### src/rtl/session_transport_if.sv
// Session<->transport interface bundle. The session and link side drive the
// master modport; the transport block sits on the slave modport.
interface session_transport_if;
  logic [1:0]  cmd;
  logic [15:0] dataIn;
  logic        transportBusy;
  logic [1:0]  cmdOut;
  logic [15:0] packetOut;
  logic [7:0]  tx_data;
  logic        tx_valid;
  logic        tx_ready;
  logic [7:0]  rx_data;
  logic        rx_valid;
  logic [7:0]  rx_err_count;

  modport master (
    output cmd, dataIn, tx_ready, rx_data, rx_valid,
    input  transportBusy, cmdOut, packetOut, tx_data, tx_valid, rx_err_count
  );

  modport slave (
    input  cmd, dataIn, tx_ready, rx_data, rx_valid,
    output transportBusy, cmdOut, packetOut, tx_data, tx_valid, rx_err_count
  );
endinterface

### src/rtl/session_transport.sv
// Transport end of the session link: frames session words into 4-byte link
// frames (HDR, HI, LO, CHK) and deframes received link bytes back into
// session words. TX and RX run independently.
module session_transport #(
  parameter int unsigned RX_TIMEOUT = 16,
  parameter logic [3:0]  SOF        = 4'hA
) (
  input  logic               clk,
  input  logic               reset,
  session_transport_if.slave bus
);

  localparam int unsigned GAP_W = $clog2(RX_TIMEOUT + 1);

  typedef enum logic [2:0] {TX_IDLE, TX_HDR, TX_HI, TX_LO, TX_CHK} tx_state_e;
  typedef enum logic [1:0] {RX_HUNT, RX_GOT_HDR, RX_GOT_HI, RX_GOT_LO} rx_state_e;

  tx_state_e        tx_state_q;
  logic [7:0]       tx_hdr_q;
  logic [15:0]      tx_word_q;
  logic [7:0]       tx_data_q;
  logic             tx_valid_q;

  rx_state_e        rx_state_q;
  logic [GAP_W-1:0] rx_gap_q;
  logic [7:0]       rx_hdr_q;
  logic [7:0]       rx_hi_q;
  logic [7:0]       rx_lo_q;
  logic [1:0]       cmd_out_q;
  logic [15:0]      packet_q;
  logic [7:0]       err_q;

  logic             hdr_ok_d;
  logic             chk_ok_d;
  logic             gap_expire_d;
  logic [7:0]       err_d;

  // Header recognition, checksum match, gap expiry and saturated error increment
  always_comb begin
    hdr_ok_d     = (bus.rx_data[7:4] == SOF) && (bus.rx_data[3:2] == 2'b00) &&
                   ((bus.rx_data[1:0] == 2'b01) || (bus.rx_data[1:0] == 2'b10));
    chk_ok_d     = ((rx_hdr_q ^ rx_hi_q ^ rx_lo_q) == bus.rx_data);
    gap_expire_d = (rx_gap_q == GAP_W'(RX_TIMEOUT - 1));
    err_d        = (err_q == 8'hFF) ? err_q : err_q + 8'd1;
  end

  // TX framer: each byte held until tx_ready, next byte follows with no gap
  always_ff @(posedge clk or negedge reset) begin
    if (!reset) begin
      tx_state_q <= TX_IDLE;
      tx_hdr_q   <= '0;
      tx_word_q  <= '0;
      tx_data_q  <= '0;
      tx_valid_q <= 1'b0;
    end else begin
      case (tx_state_q)
        TX_IDLE: begin
          if (bus.cmd == 2'b01 || bus.cmd == 2'b10) begin
            tx_hdr_q   <= {SOF, 2'b00, bus.cmd};
            tx_word_q  <= bus.dataIn;
            tx_data_q  <= {SOF, 2'b00, bus.cmd};
            tx_valid_q <= 1'b1;
            tx_state_q <= TX_HDR;
          end
        end
        TX_HDR: if (bus.tx_ready) begin
          tx_data_q  <= tx_word_q[15:8];
          tx_state_q <= TX_HI;
        end
        TX_HI: if (bus.tx_ready) begin
          tx_data_q  <= tx_word_q[7:0];
          tx_state_q <= TX_LO;
        end
        TX_LO: if (bus.tx_ready) begin
          tx_data_q  <= tx_hdr_q ^ tx_word_q[15:8] ^ tx_word_q[7:0];
          tx_state_q <= TX_CHK;
        end
        TX_CHK: if (bus.tx_ready) begin
          tx_data_q  <= '0;
          tx_valid_q <= 1'b0;
          tx_state_q <= TX_IDLE;
        end
        default: begin
          tx_valid_q <= 1'b0;
          tx_state_q <= TX_IDLE;
        end
      endcase
    end
  end

  // RX deframer: mid-frame bytes are always payload; resync only via CHK or gap timeout
  always_ff @(posedge clk or negedge reset) begin
    if (!reset) begin
      rx_state_q <= RX_HUNT;
      rx_gap_q   <= '0;
      rx_hdr_q   <= '0;
      rx_hi_q    <= '0;
      rx_lo_q    <= '0;
      cmd_out_q  <= 2'b00;
      packet_q   <= '0;
      err_q      <= '0;
    end else begin
      cmd_out_q <= 2'b00;
      if (rx_state_q == RX_HUNT) begin
        rx_gap_q <= '0;
        if (bus.rx_valid && hdr_ok_d) begin
          rx_hdr_q   <= bus.rx_data;
          rx_state_q <= RX_GOT_HDR;
        end
      end else if (bus.rx_valid) begin
        rx_gap_q <= '0;
        case (rx_state_q)
          RX_GOT_HDR: begin
            rx_hi_q    <= bus.rx_data;
            rx_state_q <= RX_GOT_HI;
          end
          RX_GOT_HI: begin
            rx_lo_q    <= bus.rx_data;
            rx_state_q <= RX_GOT_LO;
          end
          RX_GOT_LO: begin
            if (chk_ok_d) begin
              cmd_out_q <= rx_hdr_q[1:0];
              packet_q  <= {rx_hi_q, rx_lo_q};
            end else begin
              err_q <= err_d;
            end
            rx_state_q <= RX_HUNT;
          end
          default: rx_state_q <= RX_HUNT;
        endcase
      end else if (gap_expire_d) begin
        err_q      <= err_d;
        rx_gap_q   <= '0;
        rx_state_q <= RX_HUNT;
      end else begin
        rx_gap_q <= rx_gap_q + 1'b1;
      end
    end
  end

  assign bus.tx_data       = tx_data_q;
  assign bus.tx_valid      = tx_valid_q;
  assign bus.transportBusy = tx_valid_q;
  assign bus.cmdOut        = cmd_out_q;
  assign bus.packetOut     = packet_q;
  assign bus.rx_err_count  = err_q;

endmodule

### src/flat_wrapper.sv
// flat-port wrapper written by rule: the top's interface ports become plain ports
module session_transport_flat 
#(
  parameter int unsigned RX_TIMEOUT = 16,
  parameter logic [3:0]  SOF        = 4'hA
)
  (clk, reset, bus_cmd, bus_dataIn, bus_tx_ready, bus_rx_data, bus_rx_valid, bus_transportBusy, bus_cmdOut, bus_packetOut, bus_tx_data, bus_tx_valid, bus_rx_err_count);
  session_transport_if bus_i ();
  input  logic clk;
  input  logic reset;
  input wire logic [$bits(bus_i.cmd)-1:0] bus_cmd;
  input wire logic [$bits(bus_i.dataIn)-1:0] bus_dataIn;
  input wire logic [$bits(bus_i.tx_ready)-1:0] bus_tx_ready;
  input wire logic [$bits(bus_i.rx_data)-1:0] bus_rx_data;
  input wire logic [$bits(bus_i.rx_valid)-1:0] bus_rx_valid;
  output wire logic [$bits(bus_i.transportBusy)-1:0] bus_transportBusy;
  output wire logic [$bits(bus_i.cmdOut)-1:0] bus_cmdOut;
  output wire logic [$bits(bus_i.packetOut)-1:0] bus_packetOut;
  output wire logic [$bits(bus_i.tx_data)-1:0] bus_tx_data;
  output wire logic [$bits(bus_i.tx_valid)-1:0] bus_tx_valid;
  output wire logic [$bits(bus_i.rx_err_count)-1:0] bus_rx_err_count;
  assign bus_i.cmd = bus_cmd;
  assign bus_i.dataIn = bus_dataIn;
  assign bus_i.tx_ready = bus_tx_ready;
  assign bus_i.rx_data = bus_rx_data;
  assign bus_i.rx_valid = bus_rx_valid;
  assign bus_transportBusy = bus_i.transportBusy;
  assign bus_cmdOut = bus_i.cmdOut;
  assign bus_packetOut = bus_i.packetOut;
  assign bus_tx_data = bus_i.tx_data;
  assign bus_tx_valid = bus_i.tx_valid;
  assign bus_rx_err_count = bus_i.rx_err_count;
  session_transport #(.RX_TIMEOUT(RX_TIMEOUT), .SOF(SOF)) u_core (.clk(clk), .reset(reset), .bus(bus_i));
endmodule
### config.mk
export PLATFORM = sky130hd
export DESIGN_NAME = session_transport_flat
export DESIGN_NICKNAME = d
export VERILOG_FILES = /design/src/rtl/session_transport_if.sv /design/src/rtl/session_transport.sv /design/src/flat_wrapper.sv
export SDC_FILE = /design/constraint.sdc
export NUM_CORES = 1
export LEC_CHECK = 0
export ABC_CLOCK_PERIOD_IN_PS = 3200
export BUFFER_PORTS_ARGS = -buffer_cell sky130_fd_sc_hd__buf_2
export CAP_MARGIN = 20
export CORE_ASPECT_RATIO = 0.8
export CORE_MARGIN = 4
export CORE_UTILIZATION = 63
export CTS_BUF_LIST = sky130_fd_sc_hd__clkbuf_4 sky130_fd_sc_hd__clkbuf_8
export CTS_CLUSTER_DIAMETER = 50
export DETAILED_ROUTE_END_ITERATION = 16
export PLACE_DENSITY = 0.88
export SLEW_MARGIN = 0
export SYNTH_ARGS = -nofsm -noshare
export SYNTH_HDL_FRONTEND = slang
export SYNTH_SLANG_ARGS = --single-unit
### constraint.sdc
create_clock -name clk -period 3.2 [get_ports clk]
set_clock_uncertainty 0.1 [all_clocks]
set_input_delay 0.16 -clock clk [delete_from_list [all_inputs] [get_ports clk]]
set_output_delay 0.16 -clock clk [all_outputs]
set_load 0.1 [all_outputs]
Word-level counts from Yosys, hierarchy flattened
Cells that the tools add are included.

word-level totals
  bits in registers = 88
  input bits = 30
  output and inout port bits = 36
  word-level logic and storage cells = 98

operators by class
  add/subtract/negate cells = 2
  eq/ne operators = 23
  mux-type cells = 32
  bitwise operators = 6
  reduce and logical (&&, ||, !) cells = 22

operator list
  operator                                             count
  two-way mux 8 bit                                    10
  one-hot mux 8 bit (5 select lines)                   1
  bitwise XOR 8 bit                                    4
  two-way mux 2 bit                                    8
  two-way mux 3 bit                                    5
  two-way mux 5 bit                                    3
  one-hot mux 3 bit (5 select lines)                   1
  != test 2 bit, second input constant                 6
  AND reduction 3 bit                                  3
  adder 8 x 1 -> 8 bit, second input constant          1
  equality test 2 bit, second input constant           4
  equality test 8 bit                                  1
  equality test 8 bit, second input constant           1
  AND reduction 4 bit                                  2
  equality test 2 x 1 -> 1 bit, second input constant  3
  equality test 3 x 2 -> 1 bit, second input constant  2
  AND reduction 2 bit                                  3
  AND reduction 6 bit                                  1
  adder 5 x 1 -> 5 bit, second input constant          1
  equality test 5 x 4 -> 1 bit, second input constant  1
  AND reduction 5 bit                                  1
  nonzero test 5 bit                                   1
  equality test 4 bit, second input constant           1
  zero test 2 bit                                      2
  13 further kinds                                     19

Longest topological paths before layout
  depth after elaboration = 7
  gate-level depth with buffers = 7
  gate-level depth less buffers = 7

Worst setup path after synthesis
Ideal clock, no wire load.

  path type = register to register
  from = reg u_core.err_q[3] (netlist: u_core.bus.rx_err_count[3])
  to = reg u_core.err_q[1] (netlist: u_core.bus.rx_err_count[1])
  library setup time = 0.126 ns
  arrival = 2.125 ns
  required time = 2.974 ns
  path slack = 0.849 ns
  cell stages (with the launch flop) = 7
  path buffers = 0
  period minus slack after synthesis = 2.351 ns
  cell sequence = dfrtp_1 > nand3_1 > nor2_1 > nand2_1 > o21ai_1 > a21oi_1 > mux2_2

between the ends
  word-level cells in the longest chain between the ends = 5
  elaborated cells on any way between the ends = 6
  classes of those cells = eq/ne (1); mux (5)

RTL lines
  item                      RTL line                  RTL
  start: declaration        session_transport.sv:31   logic [7:0] err_q;
  start signal: assignment  session_transport.sv:126  err_q <= err_d;
  start signal: assignment  session_transport.sv:133  err_q <= err_d;
  equality test 8 bit (*)   session_transport.sv:44   err_d = (err_q == 8'hFF) ? err_q : err_q + 8'd1;
  two-way mux 8 bit (*)     session_transport.sv:44
  two-way mux 8 bit         session_transport.sv:122  if (chk_ok_d) begin
  two-way mux 8 bit         session_transport.sv:112  case (rx_state_q)
  two-way mux 8 bit (*)     session_transport.sv:110  end else if (bus.rx_valid) begin

Every way passes the cells marked *; elsewhere a longest branch is shown, timed or not. The select of a mux whose other input is x is not followed.
A chain may end at the register's enable or synchronous reset.

Final worst setup path
  from = in bus_rx_data[3]
  to = reg u_core.packet_q[2] (netlist: u_core.bus.packetOut[2])

between the ends
  word-level cells in the longest chain between the ends = 2

RTL lines
  item                           RTL line                  RTL
  start: declaration             flat_wrapper.sv:14        input wire logic [$bits(bus_i.rx_data)-1:0] bus_rx_data;
  equality test 8 bit            session_transport.sv:42   chk_ok_d = ((rx_hdr_q ^ rx_hi_q ^ rx_lo_q) == bus.rx_data);
  AND reduction 4 bit (no line)  -
  end signal: assignment         session_transport.sv:124  packet_q <= {rx_hi_q, rx_lo_q};
  end: declaration               session_transport.sv:30   logic [15:0] packet_q;

No other way between the ends.

==> impl_metrics.tcl <==
set metrics [dict create \
    status "completed" \
    gp_routability_congestion 0.7638 \
    finalPower_mw 4.179 \
    slowest_stage "dlygate4sd3_1" \
    r2r_cells 7 \
    syn_inst 371 \
    slew_headroom_pct 52.52 \
    ys_warn_count 0 \
    start_util_pct 66.75 \
    fin_crit_ps 2434 \
    grt_max_degree 89 \
    placed_cell_area_sq_mm 0.004467 \
    synth_edf_count 0 \
    crit_path_cell_trace "dlygate4sd3_1 > buf_2 > xnor2_1 > xnor2_1 > nand4_1 > nor3_4 > buf_4 > mux2_2" \
    ys_seq_area_share_pct 54.09 \
    period_share_pct 76.05 \
    fin_cells 547 \
    cts_buffers 9 \
    synthDominantCellAreaShare_pct 54.09 \
    path_common_cell "xnor2_1" \
    io_pins 66 \
    cts_max_level 3 \
    r2r_end "u_core.bus.packetOut[2]$_DFFE_PN0P_" \
    min_from "bus_rx_valid" \
    grt_pass1_wl_um 15430 \
    clock-sinks 88 \
    ys_ff_latch 88 \
    timing.rr.start "u_core.rx_state_q[0]$_DFFE_PN0P_" \
    cts_tree "built" \
    tightest_slew_ps 712.3 \
    hold_viol_final 0 \
    worst_path_largest_cell_delay_ps 540 \
    ys_top_cells_by_area "dfrtp_1 (54%), mux2_2 (7.7%), nand2_1 (7.2%)" \
    async_flop_share_pct 100.0 \
    wl_per_cell_um 16.65 \
    reg2reg_slack_ps 770 \
    synthDistinctLibCells 41 \
    setup_viol 0 \
    grt_usage_pct 25.24 \
    grt_pass1_vias 3140 \
    power.density_mw_per_mm2 849.4 \
    pre_cts_ws_ps 823.1 \
    clk_latency_ps 350 \
    drcViolationCount 0 \
    io_buffer_count 65 \
    holdWs_ps 22.98 \
    crit_required_ps 3340 \
    dr_total_vias 3029 \
    start_kind "input port" \
    final_core_util_pct 80.66 \
    dp_hpwl_um 5773 \
    num_rows 25 \
    report.final.slew_viol_count 0 \
    cpLargestDelayFamily "buffers and inverters" \
    viasPerCell 5.537 \
    cp_num_cells 8 \
    end_kind "flop" \
    fin_tns_setup_ps 0 \
    synth_most_common_cell "dfrtp_1" \
    drt_pre_antenna_iters 4 \
    ys.flop_type "dfrtp_1" \
    crit_type "input port to flop" \
    wl_um 9108 \
    worst_slack_ps 766.5 \
    crit_buf_inv 3 \
    fmax_mhz 410.9 \
    cts_root_buf "clkbuf_8" \
    antenna_found_initial 0 \
    maxCapViolations 0 \
    die_area_sq_mm 0.007821 \
    die_w_um 97.88 \
    hold_end "u_core.rx_gap_q[2]$_DFF_PN0_" \
    p_leak_nw 2.485 \
    finalInstanceArea_sq_mm 0.004920 \
    synth_commonest_cells "dfrtp_1 (88), nand2_1 (78), mux2_2 (28), xnor2_1 (27), xor2_1 (17)" \
    path_clk_slew_ps 90 \
    dp.cells 508 \
    synth_nets 407 \
    gr-total-overflow 0 \
    synth_top_area_cell "dfrtp_1" \
    ctsResizeCount 0 \
    coreArea_sq_mm 0.006100 \
    hp-class "input port to flop" \
    first_iter_violations 165 \
    antenna_cells 0 \
    syn2layout_area_growth_pct 20.84 \
    worstPathMaxFanout 10 \
    die_y_um 79.90 \
    peakVddDrop_mv 0.5283 \
    rsz0062_at_grt "false" \
    whs_path_depth 2 \
    ant_nets 0 \
    drive_above_1_share_pct 25.32 \
    syn_area_sq_mm 0.004071 \
    clockBufferDepth 2 \
    arrival_ps 2570 \
    syn_area_per_cell_sq_um 10.97 \
    nets 497 \
]
[how the worst max path moves through the flow]
stage	start	to	slack, ps
after global placement	u_core.rx_state_q[0]$_DFFE_PN0P_	u_core.bus.packetOut[4]$_DFFE_PN0P_	900
after detailed placement	u_core.rx_state_q[0]$_DFFE_PN0P_	u_core.bus.packetOut[7]$_DFFE_PN0P_	820
final	bus_rx_data[3]	u_core.bus.packetOut[2]$_DFFE_PN0P_	770
after global routing	u_core.rx_state_q[0]$_DFFE_PN0P_	u_core.bus.packetOut[2]$_DFFE_PN0P_	620
after CTS	bus_rx_data[3]	u_core.bus.packetOut[2]$_DFFE_PN0P_	780
after floorplan	u_core.bus.rx_err_count[3]$_DFFE_PN0P_	u_core.bus.rx_err_count[1]$_DFFE_PN0P_	850
[final cells by class]
type | instances | area [sq um]
clock buffer | 10 | 137.6
clock inverter | 6 | 67.56
fill | 353 | 1180
inverter | 11 | 41.29
multi-input combinational | 260 | 1772
sequential | 88 | 2202
tap | 81 | 101.3
timing repair buffer | 91 | 598.1
[state kept, by name, summed over array words and instances (netlist names), 5 cells and up]
register	cells
u_core.bus.rx_err_count	8
u_core.tx_word_q	16
u_core.rx_hi_q	8
u_core.rx_hdr_q	8
u_core.rx_gap_q	5
u_core.bus.tx_data	8
u_core.bus.packetOut	16
u_core.rx_lo_q	8
[what timing repair did]
item | CTS | global route
setup endpoints to repair | 0 | 0
hold endpoints to repair | 112 | 0
hold buffers | 22 | 0
buffers inserted | 0 | 0
[layer usage]
layer	GRT usage [%]	wire length, um	share of wire [%]
met3	6.463	490	5.4
met4	8.575	202	2.2
met2	41.51	4413	48
met5	0	0	0
met1	32.89	4002	44
[cell usage in the layout, fill, tap and decap left out, types with 13 or more instances in the layout]
cell and n:
buf_2 64, dfrtp_1 88, dlygate4sd3_1 22, mux2_2 28, nand2_1 78, nor2_1 13
o21ai_0 13, xnor2_1 27, xor2_1 17
[cell families after synthesis]
family          count (synthesis)  synth area share (%)
simple gates                  128                 14.51
flops                          88                 54.09
compound gates                 45                 7.498
xor+xnor                       44                 9.465
mux                            37                 10.20
buf+inv                        23                 2.397
fa+ha+maj                       6                 1.844
[power by group]
group,internal [mW],switching [mW]
logic,0.558,1.14
clock network,0.385,0.397
registers,1.38,0.311
No activity file was read; power rests on OpenSTA's default activity.
